<file path="src/rtl/pll_lock_mgr.sv">
// Per-channel PLL supervisor: pulses PLL reset, debounces LOCK, retries on timeout,
// latches a fault after the retries run out, and counts lock losses.
module pll_lock_mgr #(
    parameter int NUM_PLL          = 2,
    parameter int RST_PULSE_CYC    = 16,
    parameter int LOCK_STABLE_CYC  = 1024,
    parameter int LOCK_TIMEOUT_CYC = 50000,
    parameter int MAX_RETRY        = 3
) (
    input  logic                   clkin1,
    input  logic                   rst,
    input  logic [NUM_PLL-1:0]     pll_lock,
    input  logic [NUM_PLL-1:0]     relock_req,
    output logic [NUM_PLL-1:0]     pll_rst,
    output logic [NUM_PLL-1:0]     user_rst,
    output logic [NUM_PLL-1:0]     locked,
    output logic                   locked_all,
    output logic [NUM_PLL-1:0]     fault,
    output logic [8*NUM_PLL-1:0]   lost_cnt
);
    localparam int PW = $clog2(RST_PULSE_CYC + 1);
    localparam int SW = $clog2(LOCK_STABLE_CYC + 1);
    localparam int TW = $clog2(LOCK_TIMEOUT_CYC + 1);
    localparam int RW = (MAX_RETRY > 0) ? $clog2(MAX_RETRY + 1) : 1;

    typedef enum logic [2:0] {
        ST_RESET, ST_WAIT, ST_STABLE, ST_LOCKED, ST_FAULT
    } state_t;

    // pll_lock is asynchronous to clkin1
    logic [NUM_PLL-1:0] sync1_q, sync2_q;

    always_ff @(posedge clkin1) begin
        if (rst) begin
            sync1_q <= '0;
            sync2_q <= '0;
        end else begin
            sync1_q <= pll_lock;
            sync2_q <= sync1_q;
        end
    end

    assign locked_all = &locked;

    genvar gi;
    generate
        for (gi = 0; gi < NUM_PLL; gi++) begin : g_ch
            state_t          state_q, state_d;
            logic [PW-1:0]   pulse_q, pulse_d;
            logic [SW-1:0]   stab_q,  stab_d;
            logic [TW-1:0]   tmo_q,   tmo_d;
            logic [RW-1:0]   retry_q, retry_d;
            logic [7:0]      lost_q,  lost_d;
            logic            lock_s;

            assign lock_s = sync2_q[gi];

            always_ff @(posedge clkin1) begin
                if (rst) begin
                    state_q <= ST_RESET;
                    pulse_q <= '0;
                    stab_q  <= '0;
                    tmo_q   <= '0;
                    retry_q <= '0;
                    lost_q  <= '0;
                end else begin
                    state_q <= state_d;
                    pulse_q <= pulse_d;
                    stab_q  <= stab_d;
                    tmo_q   <= tmo_d;
                    retry_q <= retry_d;
                    lost_q  <= lost_d;
                end
            end

            always_comb begin
                state_d = state_q;
                pulse_d = pulse_q;
                stab_d  = stab_q;
                tmo_d   = tmo_q;
                retry_d = retry_q;
                lost_d  = lost_q;
                case (state_q)
                    ST_RESET: begin
                        if (pulse_q == PW'(RST_PULSE_CYC - 1)) begin
                            state_d = ST_WAIT;
                            tmo_d   = '0;
                        end else begin
                            pulse_d = pulse_q + PW'(1);
                        end
                    end
                    ST_WAIT, ST_STABLE: begin
                        // Lock completion takes priority over a coincident timeout
                        if (state_q == ST_STABLE && lock_s &&
                            stab_q == SW'(LOCK_STABLE_CYC - 1)) begin
                            state_d = ST_LOCKED;
                        end else if (tmo_q == TW'(LOCK_TIMEOUT_CYC - 1)) begin
                            if (retry_q < RW'(MAX_RETRY)) begin
                                retry_d = retry_q + RW'(1);
                                state_d = ST_RESET;
                                pulse_d = '0;
                            end else begin
                                state_d = ST_FAULT;
                            end
                        end else begin
                            tmo_d = tmo_q + TW'(1);
                            if (state_q == ST_WAIT) begin
                                if (lock_s) begin
                                    state_d = ST_STABLE;
                                    stab_d  = '0;
                                end
                            end else if (!lock_s) begin
                                state_d = ST_WAIT;
                            end else begin
                                stab_d = stab_q + SW'(1);
                            end
                        end
                    end
                    ST_LOCKED: begin
                        retry_d = '0;
                        if (!lock_s) begin
                            state_d = ST_RESET;
                            pulse_d = '0;
                            if (lost_q != 8'hFF) begin
                                lost_d = lost_q + 8'd1;
                            end
                        end
                    end
                    ST_FAULT: begin
                        state_d = ST_FAULT;
                    end
                    default: begin
                        state_d = ST_RESET;
                        pulse_d = '0;
                    end
                endcase
                if (relock_req[gi]) begin
                    state_d = ST_RESET;
                    pulse_d = '0;
                    retry_d = '0;
                    lost_d  = lost_q;
                end
            end

            assign pll_rst[gi]          = (state_q == ST_RESET) || (state_q == ST_FAULT);
            assign user_rst[gi]         = (state_q != ST_LOCKED);
            assign locked[gi]           = (state_q == ST_LOCKED);
            assign fault[gi]            = (state_q == ST_FAULT);
            assign lost_cnt[8*gi +: 8]  = lost_q;
        end
    endgenerate
endmodule

</file>
<file path="config.mk">
export PLATFORM = sky130hd
export DESIGN_NAME = pll_lock_mgr
export DESIGN_NICKNAME = d
export VERILOG_FILES = /design/src/rtl/pll_lock_mgr.sv
export SDC_FILE = /design/constraint.sdc
export NUM_CORES = 1
export LEC_CHECK = 0
export CAP_MARGIN = 20
export CORE_MARGIN = 2
export CORE_UTILIZATION = 38
export CTS_CLUSTER_SIZE = 8
export DETAILED_ROUTE_END_ITERATION = 6
export PLACE_DENSITY = 0.67
export SKIP_LAST_GASP = 1
export SLEW_MARGIN = 25
export SYNTH_ARGS = -nofsm -noshare
export SYNTH_HDL_FRONTEND = slang
export SYNTH_SLANG_ARGS = --single-unit
</file>
<file path="constraint.sdc">
create_clock -name clkin1 -period 2.15 [get_ports clkin1]
set_clock_uncertainty 0.2 [all_clocks]
set_input_delay 0.43 -clock clkin1 [delete_from_list [all_inputs] [get_ports clkin1]]
set_output_delay 0.43 -clock clkin1 [all_outputs]
set_load 0.1 [all_outputs]
</file>
# Word-level counts from Yosys, hierarchy flattened
# Index checks and enable logic that the tools add are counted.
# totals
output_inout_bits	25
ff_bits	94
word_cells	153
in_bits	6
# classes
n_eq_ne	36
n_reduce_logical	29
add_sub_neg	10
bitwise	10
order_cmp	2
n_mux	52
# ops
operator	count
two-way mux 16 bit	6
two-way mux 11 bit	6
one-hot mux 16 bit (2 select lines)	2
two-way mux 5 bit	10
two-way mux 3 bit	16
one-hot mux 5 bit (4 select lines)	2
AND reduction 4 bit	10
adder 16 x 1 -> 16 bit (second input constant)	2
equality test 16 bit (second input constant)	2
!= test 2 bit (second input constant)	14
one-hot mux 3 bit (4 select lines)	2
adder 11 x 1 -> 11 bit (second input constant)	2
equality test 11 x 10 -> 1 bit (second input constant)	2
!= test 5 bit (second input constant)	4
adder 8 x 1 -> 8 bit (second input constant)	2
!= test 8 bit (second input constant)	2
equality test 3 x 2 -> 1 bit (second input constant)	4
two-way mux 2 bit	6
AND reduction 6 bit	2
adder 5 x 1 -> 5 bit (second input constant)	2
equality test 5 x 4 -> 1 bit (second input constant)	2
NOT 1 bit	10
one-hot mux 2 bit (2 select lines)	2
nonzero test 2 bit	4
other kinds (10)	23

# Depth between registers and ports, before layout
# Gate-level depths: netlist of the first run.
# logic_depth
word_depth	5
ltp_mapped	9
depth_no_buf	7

# Least setup slack after synthesis of the first run
# Ideal clock, no wire load.
# synth_path
path_kind	register -> output
start	reg g_ch[0].state_q[1]
end	out locked_all
slack_ps	-1605
path_stages_with_launch	4
arrival_time_ps	3125
path_buffers	1
t_required_ps	1520
cell_sequence	dfxtp_1 -> clkbuf_1 -> nand3b_1 -> nor2_1
# synth_between
elab_chain_cells	2
# synth_rtl
element	line	text
start: declaration	48	state_t state_q, state_d;
start signal: assignment	67	state_q <= state_d;
equality test 3 x 2 -> 1 bit	147	assign locked[gi] = (state_q == ST_LOCKED);
AND reduction 2 bit	43	assign locked_all = &locked;
end: declaration	17	output logic locked_all,
# No other way between the ends.

# Final worst setup path of the first run
# layout_path
start	reg g_ch[0].stab_q[10]
end	reg g_ch[0].stab_q[10]
# layout_between
elab_chain_cells	4
elab_cells_between_ends	7
cone_classes	add/sub (1); eq/ne (1); mux (2); bitwise (1); reduce/logical (2)
# layout_rtl
element	line	text
start: declaration	50	logic [SW-1:0] stab_q, stab_d;
start signal: assignment	69	stab_q <= stab_d;
parallel branches: the longest is 4 deep, another holds adder 11 x 1 -> 11 bit	--	
# Several ways; the timed one is not identified. The select of a mux whose other input is x is not followed.
# A chain may end at the register's enable or synchronous reset.

==> impl_metrics.py, run 1 <==
metrics = {
    "detailed_routing": {
        "wirelength_um": 14100,
        "vias": 5198,
        "ant_nets": 0,
        "viasPerCell": 5.72,
        "wl_per_cell_um": 15.5,
        "drt_iter0_markers": 333,
        "drc": 0,
        "dr.pass1.iters": 5,
    },
    "critical_path": {
        "crit_required_ps": 2180,
        "cp_slowest_cell": "or4b_4",
        "r2r_cells": 6,
        "endpoint_kind": "flop",
        "crit_fanout": 7,
        "startpoint_type": "flop",
        "arrival_ps": 2250,
        "worst-setup-path-type": "flop to flop",
        "crit_chain": "or4b_4 > or4_4 > buf_12 > nand4_1 > xor2_1 > nor2_1",
        "critPathMaxStageDelay_ps": 550,
    },
    "floorplanning": {
        "die-area_um2": 14000,
        "num_rows": 41,
        "die_h_um": 119,
        "die_w_um": 119,
        "ios": 31,
        "initial_core_util": 0.392,
        "coreArea_um2": 12700,
    },
    "clock_tree": {
        "clock-sinks": 94,
        "htree_levels": 3,
        "clk_latency_ps": 360,
        "path_clk_slew_ps": 70,
        "cts_made_buffers": 9,
        "cts_tree": "done",
        "cts.path.max_buffers": 2,
        "cts_hold_buf": 0,
        "root_buffer": "clkbuf_16",
    },
    "sta": {
        "timing.final.ws_setup_ps": -69.7,
        "hold_violations": 0,
        "relSlewSlack": 0.697,
        "fmax_mhz": 451,
        "hold_slack_ps": 248,
        "rsz0062_at_grt": "true",
        "min_period_ps": 2220,
        "period_share": 1.03,
        "report.final.slew_viol_count": 0,
        "setup_viol": 14,
        "tightest_slew_ps": 454,
    },
    "status": {
        "violations": "negative setup slack",
        "status": "finished, violations left",
    },
    "logic_synthesis": {
        "synth_edf_count": 0,
        "synth_fp_nets": 614,
        "ys_ff_latch": 94,
        "synthCells": 596,
        "ys_async_sr_fraction": 0,
        "yosys_most_used_dff": "dfxtp_1",
        "netlist_area_um2": 4980,
        "yosysWarnings": 0,
        "avgSynthCellArea_um2": 8.36,
        "ys_seq_area_frac": 0.378,
        "synth.distinct_cells": 58,
    },
    "grt": {
        "antenna_found_initial": 0,
        "grt_usage": 0.191,
        "grt_max_degree": 28,
        "grt_pass1_vias": 4889,
        "grt_pass1_wl_um": 22400,
        "grt_overflow_total": 0,
    },
    "final_layout": {
        "seq_area_um2": 1910,
        "n_antenna_cell": 0,
        "nFillCells": 1098,
        "layout.nets": 749,
        "syn_to_final_growth_pct": 49.7,
        "drive_above_1_share": 0.370,
        "finish.utilization": 0.587,
        "multiInputGateArea_um2": 3340,
    },
    "min_path": {
        "hold_path.class": "flop to flop",
        "whs_path_depth": 1,
    },
    "place": {
        "dpl.hpwl_um": 9120,
        "buffer_ports.inserted": 30,
        "gp_congestion": 0.831,
    },
    "run": {
        "drv_cap": 0,
    },
    "power": {
        "ir_worst_vdd_v": 0.000339,
        "p_leak_nw": 2.75,
        "power_density_nw_per_um2": 460,
    },
}
[path summary, 6_finish.rpt]
kind / start / slack, ps / endpoint
min reg2reg: sync1_q[0]$_SDFF_PP0_ / 250 / sync2_q[0]$_SDFF_PP0_
min: sync1_q[0]$_SDFF_PP0_ / 250 / sync2_q[0]$_SDFF_PP0_
max: g_ch[0].stab_q[10]$_SDFFE_PP0P_ / -70 / g_ch[0].stab_q[10]$_SDFFE_PP0P_
max reg2reg: g_ch[0].stab_q[10]$_SDFFE_PP0P_ / -70 / g_ch[0].stab_q[10]$_SDFFE_PP0P_
[final cells by class]
type,instances,area share
clock inverter,7,0.00838
clock buffer,9,0.0302
inverter,12,0.00704
timing repair buffer,156,0.222
multi-input combinational,458,0.448
tap,172,0.0288
sequential,94,0.256
[cell usage in the layout (no fill, tap or decap), drive strengths merged, types with 20 or more instances in the layout]
cell type and count:
o31ai 26, nand4 32, nand3 29, o21ai 26, or4 28, dfxtp 94
buf 149, xor2 20, nand2 34, a21oi 50, nor2 52
[sequential cells by signal, summed over array words and instances (netlist names)]
register / flops
g_ch.lost_q: 16
g_ch.pulse_q: 10
g_ch.retry_q: 4
g_ch.stab_q: 22
g_ch.state_q: 6
g_ch.tmo_q: 32
sync1_q: 2
sync2_q: 2
[timing repair]
item,in CTS,in global routing
hold endpoints to repair,0,0
gates resized for setup,20,88
buffers inserted,4,18
gates cloned,1,4
pin swaps,10,28
endpoints found under the setup margin,43,73
[worst max-delay path, delay by kind of cell, from the launching register on]
kind / cells / cell delay [ps]
xor gates and xnor gates: 1 / 180
buffers and inverters: 1 / 170
DFF: 1 / 310
and+or+nand+nor: 4 / 1230
[power breakdown]
group          leakage (nW)  total [mW]  switching, mW  internal [mW]
Clock                 0.139        1.57          0.765          0.809
Sequential            0.768        1.75        0.00659           1.74
Combinational          1.85       0.106         0.0572         0.0488
[kinds of logic after synthesis]
group,count (synthesis),share of synthesized area
compound gates,134,0.173
xor+xnor,26,0.0457
fa+ha+maj,12,0.0301
buf+inv,44,0.0379
flops,94,0.378
mux,11,0.0226
simple gates,275,0.313
[synthesized netlist by cell type (all sizes together) (2+ instances only)]
master,count,area share
and3,18,0.023
or2,5,0.0063
buf,13,0.015
nor2,52,0.039
a31oi,5,0.0063
dfxtp,94,0.38
clkbuf,19,0.014
nand4b,2,0.0035
xnor2,6,0.011
or4,28,0.042
a41oi,2,0.0035
o21ai,26,0.026
nand4,32,0.040
nand2,34,0.026
and4,8,0.014
nor4,7,0.010
a311oi,2,0.0060
a22oi,3,0.0045
and2,7,0.0088
inv,12,0.0090
mux2,2,0.0045
o31ai,26,0.039
nand3b,2,0.0030
nor2b,4,0.0050
nor4b,4,0.0070
a21o,2,0.0030
or3,17,0.021
xor2,20,0.035
a21boi,2,0.0038
nand3,29,0.029
ha,12,0.030
a21oi,50,0.050
nor3,15,0.016
a41o,5,0.010
nand2b,3,0.0038
mux2i,9,0.018
nor4bb,4,0.0080
[per-layer routing]
layer | global-route usage | routed length [µm] | vias to the layer above
met3 | 0.0478 | 550 | 29
met2 | 0.331 | 7320 | 123
met4 | 0.0536 | 290 | 0
li1 | - | - | 2529
met1 | 0.233 | 5930 | 2517
met5 | 0 | 0 | -
[per-stage QoR]
| step | TNS (ps) | total power, mW | setup slack, ps | cells | area, µm² |
|---|---|---|---|---|---|
| 2_1_floorplan | -26270 | 1.84 | -1210 | 596 | 5100 |
| 3_3_place_gp | -352 | 1.89 | -83.2 | 865 | 6480 |
| 3_5_place_dp | -1420 | 1.89 | -113 | 865 | 6480 |
| 4_1_cts | -277 | 3.46 | -49.0 | 886 | 6900 |
| 5_1_grt | -2700 | 3.54 | -139 | 908 | 7460 |
| 6_report | -466 | 3.43 | -69.7 | 908 | 7460 |
No activity file was read; power rests on OpenSTA's default activity.
==> inputs of run 2 (changes only) <==
--- a/config.mk
+++ b/config.mk
@@ -8,6 +8,7 @@
 export CAP_MARGIN = 20
 export CORE_MARGIN = 2
 export CORE_UTILIZATION = 38
+export CTS_BUF_LIST = sky130_fd_sc_hd__clkbuf_4 sky130_fd_sc_hd__clkbuf_8
 export CTS_CLUSTER_SIZE = 8
 export DETAILED_ROUTE_END_ITERATION = 6
 export PLACE_DENSITY = 0.67
==> impl_metrics.py, run 2 (synthesis gave the netlist of run 1 again) <==
metrics = {
    "floorplanning": {
        "ios": 31,
        "num_rows": 41,
        "coreArea_um2": 12700,
        "initial_core_util": 0.392,
        "die_h_um": 119,
        "die_w_um": 119,
        "die-area_um2": 14000,
    },
    "grt": {
        "grt_pass1_wl_um": 21800,
        "grt_max_degree": 28,
        "grt_overflow_total": 0,
        "grt_usage": 0.185,
        "antenna_found_initial": 0,
        "grt_pass1_vias": 4847,
    },
    "critical_path": {
        "critPathMaxStageDelay_ps": 540,
        "crit_chain": "or4b_4 > or4_4 > buf_12 > nand4_1 > xor2_1 > nor2_1",
        "endpoint_kind": "flop",
        "r2r_cells": 6,
        "rr_endpoint": "g_ch[0].stab_q[8]$_SDFFE_PP0P_",
        "cp_slowest_cell": "or4b_4",
        "r2r_start": "g_ch[0].stab_q[10]$_SDFFE_PP0P_",
        "startpoint_type": "flop",
        "arrival_ps": 2280,
        "path_buf_inv": 1,
        "crit_fanout": 7,
        "crit_required_ps": 2230,
        "crit_family": "simple AND/OR/NAND/NOR gates",
        "r2r_slack_ps": -60,
        "worst-setup-path-type": "flop to flop",
    },
    "sta": {
        "fmax_mhz": 453,
        "timing.final.ws_setup_ps": -58.2,
        "hold_violations": 0,
        "setup_viol": 10,
        "relSlewSlack": 0.687,
        "tightest_slew_ps": 464,
        "rsz0062_at_grt": "true",
        "report.final.slew_viol_count": 0,
        "period_share": 1.03,
        "min_period_ps": 2210,
    },
    "power": {
        "ir_worst_vdd_v": 0.000341,
        "power_mw": 3.02,
        "power_density_nw_per_um2": 403,
        "p_leak_nw": 2.76,
    },
    "run": {
        "drv_cap": 0,
    },
    "detailed_routing": {
        "wirelength_um": 13900,
        "ant_nets": 0,
        "drt_iter0_markers": 326,
        "wl_per_cell_um": 15.2,
        "vias": 5216,
        "dr.pass1.iters": 5,
        "viasPerCell": 5.72,
        "drc": 0,
    },
    "final_layout": {
        "top_regs": "g_ch.tmo_q: 32 flops, g_ch.stab_q: 22 flops, g_ch.lost_q: 16 flops",
        "syn_to_final_growth_pct": 50.3,
        "top_register": "g_ch.tmo_q",
        "nFillCells": 1110,
        "final_cell_mix": "buf_4 (107), dfxtp_1 (65), nor2_1 (48)",
        "largest_reg_flops": 32,
        "seq_area_um2": 1940,
        "multiInputGateArea_um2": 3400,
        "n_antenna_cell": 0,
        "drive_above_1_share": 0.389,
        "final_common_cell": "buf_4",
        "layout.nets": 753,
    },
    "clock_tree": {
        "cts_made_buffers": 9,
        "cts_tree": "done",
        "cts_hold_buf": 0,
        "htree_levels": 3,
        "clk_latency_ps": 390,
        "cts.path.max_buffers": 2,
        "path_clk_slew_ps": 100,
        "clock-sinks": 94,
        "root_buffer": "clkbuf_8",
    },
    "status": {
        "violations": "negative setup slack",
        "status": "finished, violations left",
    },
    "place": {
        "post-place-ws_ps": -113,
        "buffer_ports.inserted": 30,
        "dpl.hpwl_um": 9120,
        "gp_congestion": 0.831,
    },
    "min_path": {
        "holdPathEnd": "sync2_q[0]$_SDFF_PP0_",
        "hold_path.class": "flop to flop",
        "hold_path.startpoint": "sync1_q[0]$_SDFF_PP0_",
        "whs_path_depth": 1,
    },
}
[run 2: cell types whose count changed in the layout (fill, tap and decap cells not counted), moves of 4 or more]
cell / change
clkbuf_8: +9
clkbuf_16: -9
dfxtp_2: +6
dfxtp_4: +4
buf_6: +5
dfxtp_1: -10
[run 2: worst max path at each step]
stage,start,to,slack (ps),cells past startpoint
after floorplan,g_ch[1].state_q[1]$_SDFFE_PP0P_,g_ch[1].retry_q[0]$_SDFFE_PP0P_,-1210,6
after global placement,relock_req[0],g_ch[0].lost_q[4]$_SDFFE_PP0P_,-80,7
after detailed placement,relock_req[0],g_ch[0].lost_q[7]$_SDFFE_PP0P_,-110,7
after CTS,g_ch[0].state_q[0]$_SDFFE_PP0P_,locked_all,-80,5
after global routing,g_ch[0].stab_q[10]$_SDFFE_PP0P_,g_ch[0].stab_q[10]$_SDFFE_PP0P_,-140,6
final,g_ch[0].stab_q[10]$_SDFFE_PP0P_,g_ch[0].stab_q[8]$_SDFFE_PP0P_,-60,6
[run 2: stage by stage]
stage / utilization / hold slack, ps / cells / setup TNS, ps / instance area, µm²
after floorplan: - / 214 / 596 / -26270 / 5100
after global placement: 0.509 / 231 / 865 / -352 / 6480
after detailed placement: 0.509 / 229 / 865 / -1420 / 6480
after CTS: 0.537 / 259 / 886 / -469 / 6830
after global routing: 0.589 / 269 / 912 / -2280 / 7490
final: 0.589 / 258 / 912 / -354 / 7490
[run 2: final cells by class]
class / instances / share of cell area
Multi-Input combinational cell: 458 / 0.453
Clock inverter: 7 / 0.00835
Clock buffer: 9 / 0.0165
Sequential cell: 94 / 0.258
Timing Repair Buffer: 160 / 0.227
Tap cell: 172 / 0.0287
Inverter: 12 / 0.00702
[run 2: report_power, final]
| part | total, mW | switching, mW | internal [mW] |
|---|---|---|---|
| combinational | 0.105 | 0.0565 | 0.0484 |
| sequential | 1.75 | 0.00678 | 1.74 |
| clock | 1.17 | 0.722 | 0.445 |
| total | 3.02 | 0.786 | 2.23 |
[run 2: metal layers]
metal | vias to the layer above | routed length, µm | global-route usage
li1 | 2540 | - | -
met1 | 2549 | 5910 | 0.225
met2 | 105 | 7250 | 0.325
met3 | 22 | 493 | 0.0458
met4 | 0 | 241 | 0.0499
met5 | - | 0 | 0
[run 2: what timing repair did]
action,4_1_cts,5_1_grt
buffers inserted,4,22
cloned,1,4
setup endpoints to repair,45,72
gates resized for setup,26,109
pin swaps,10,38
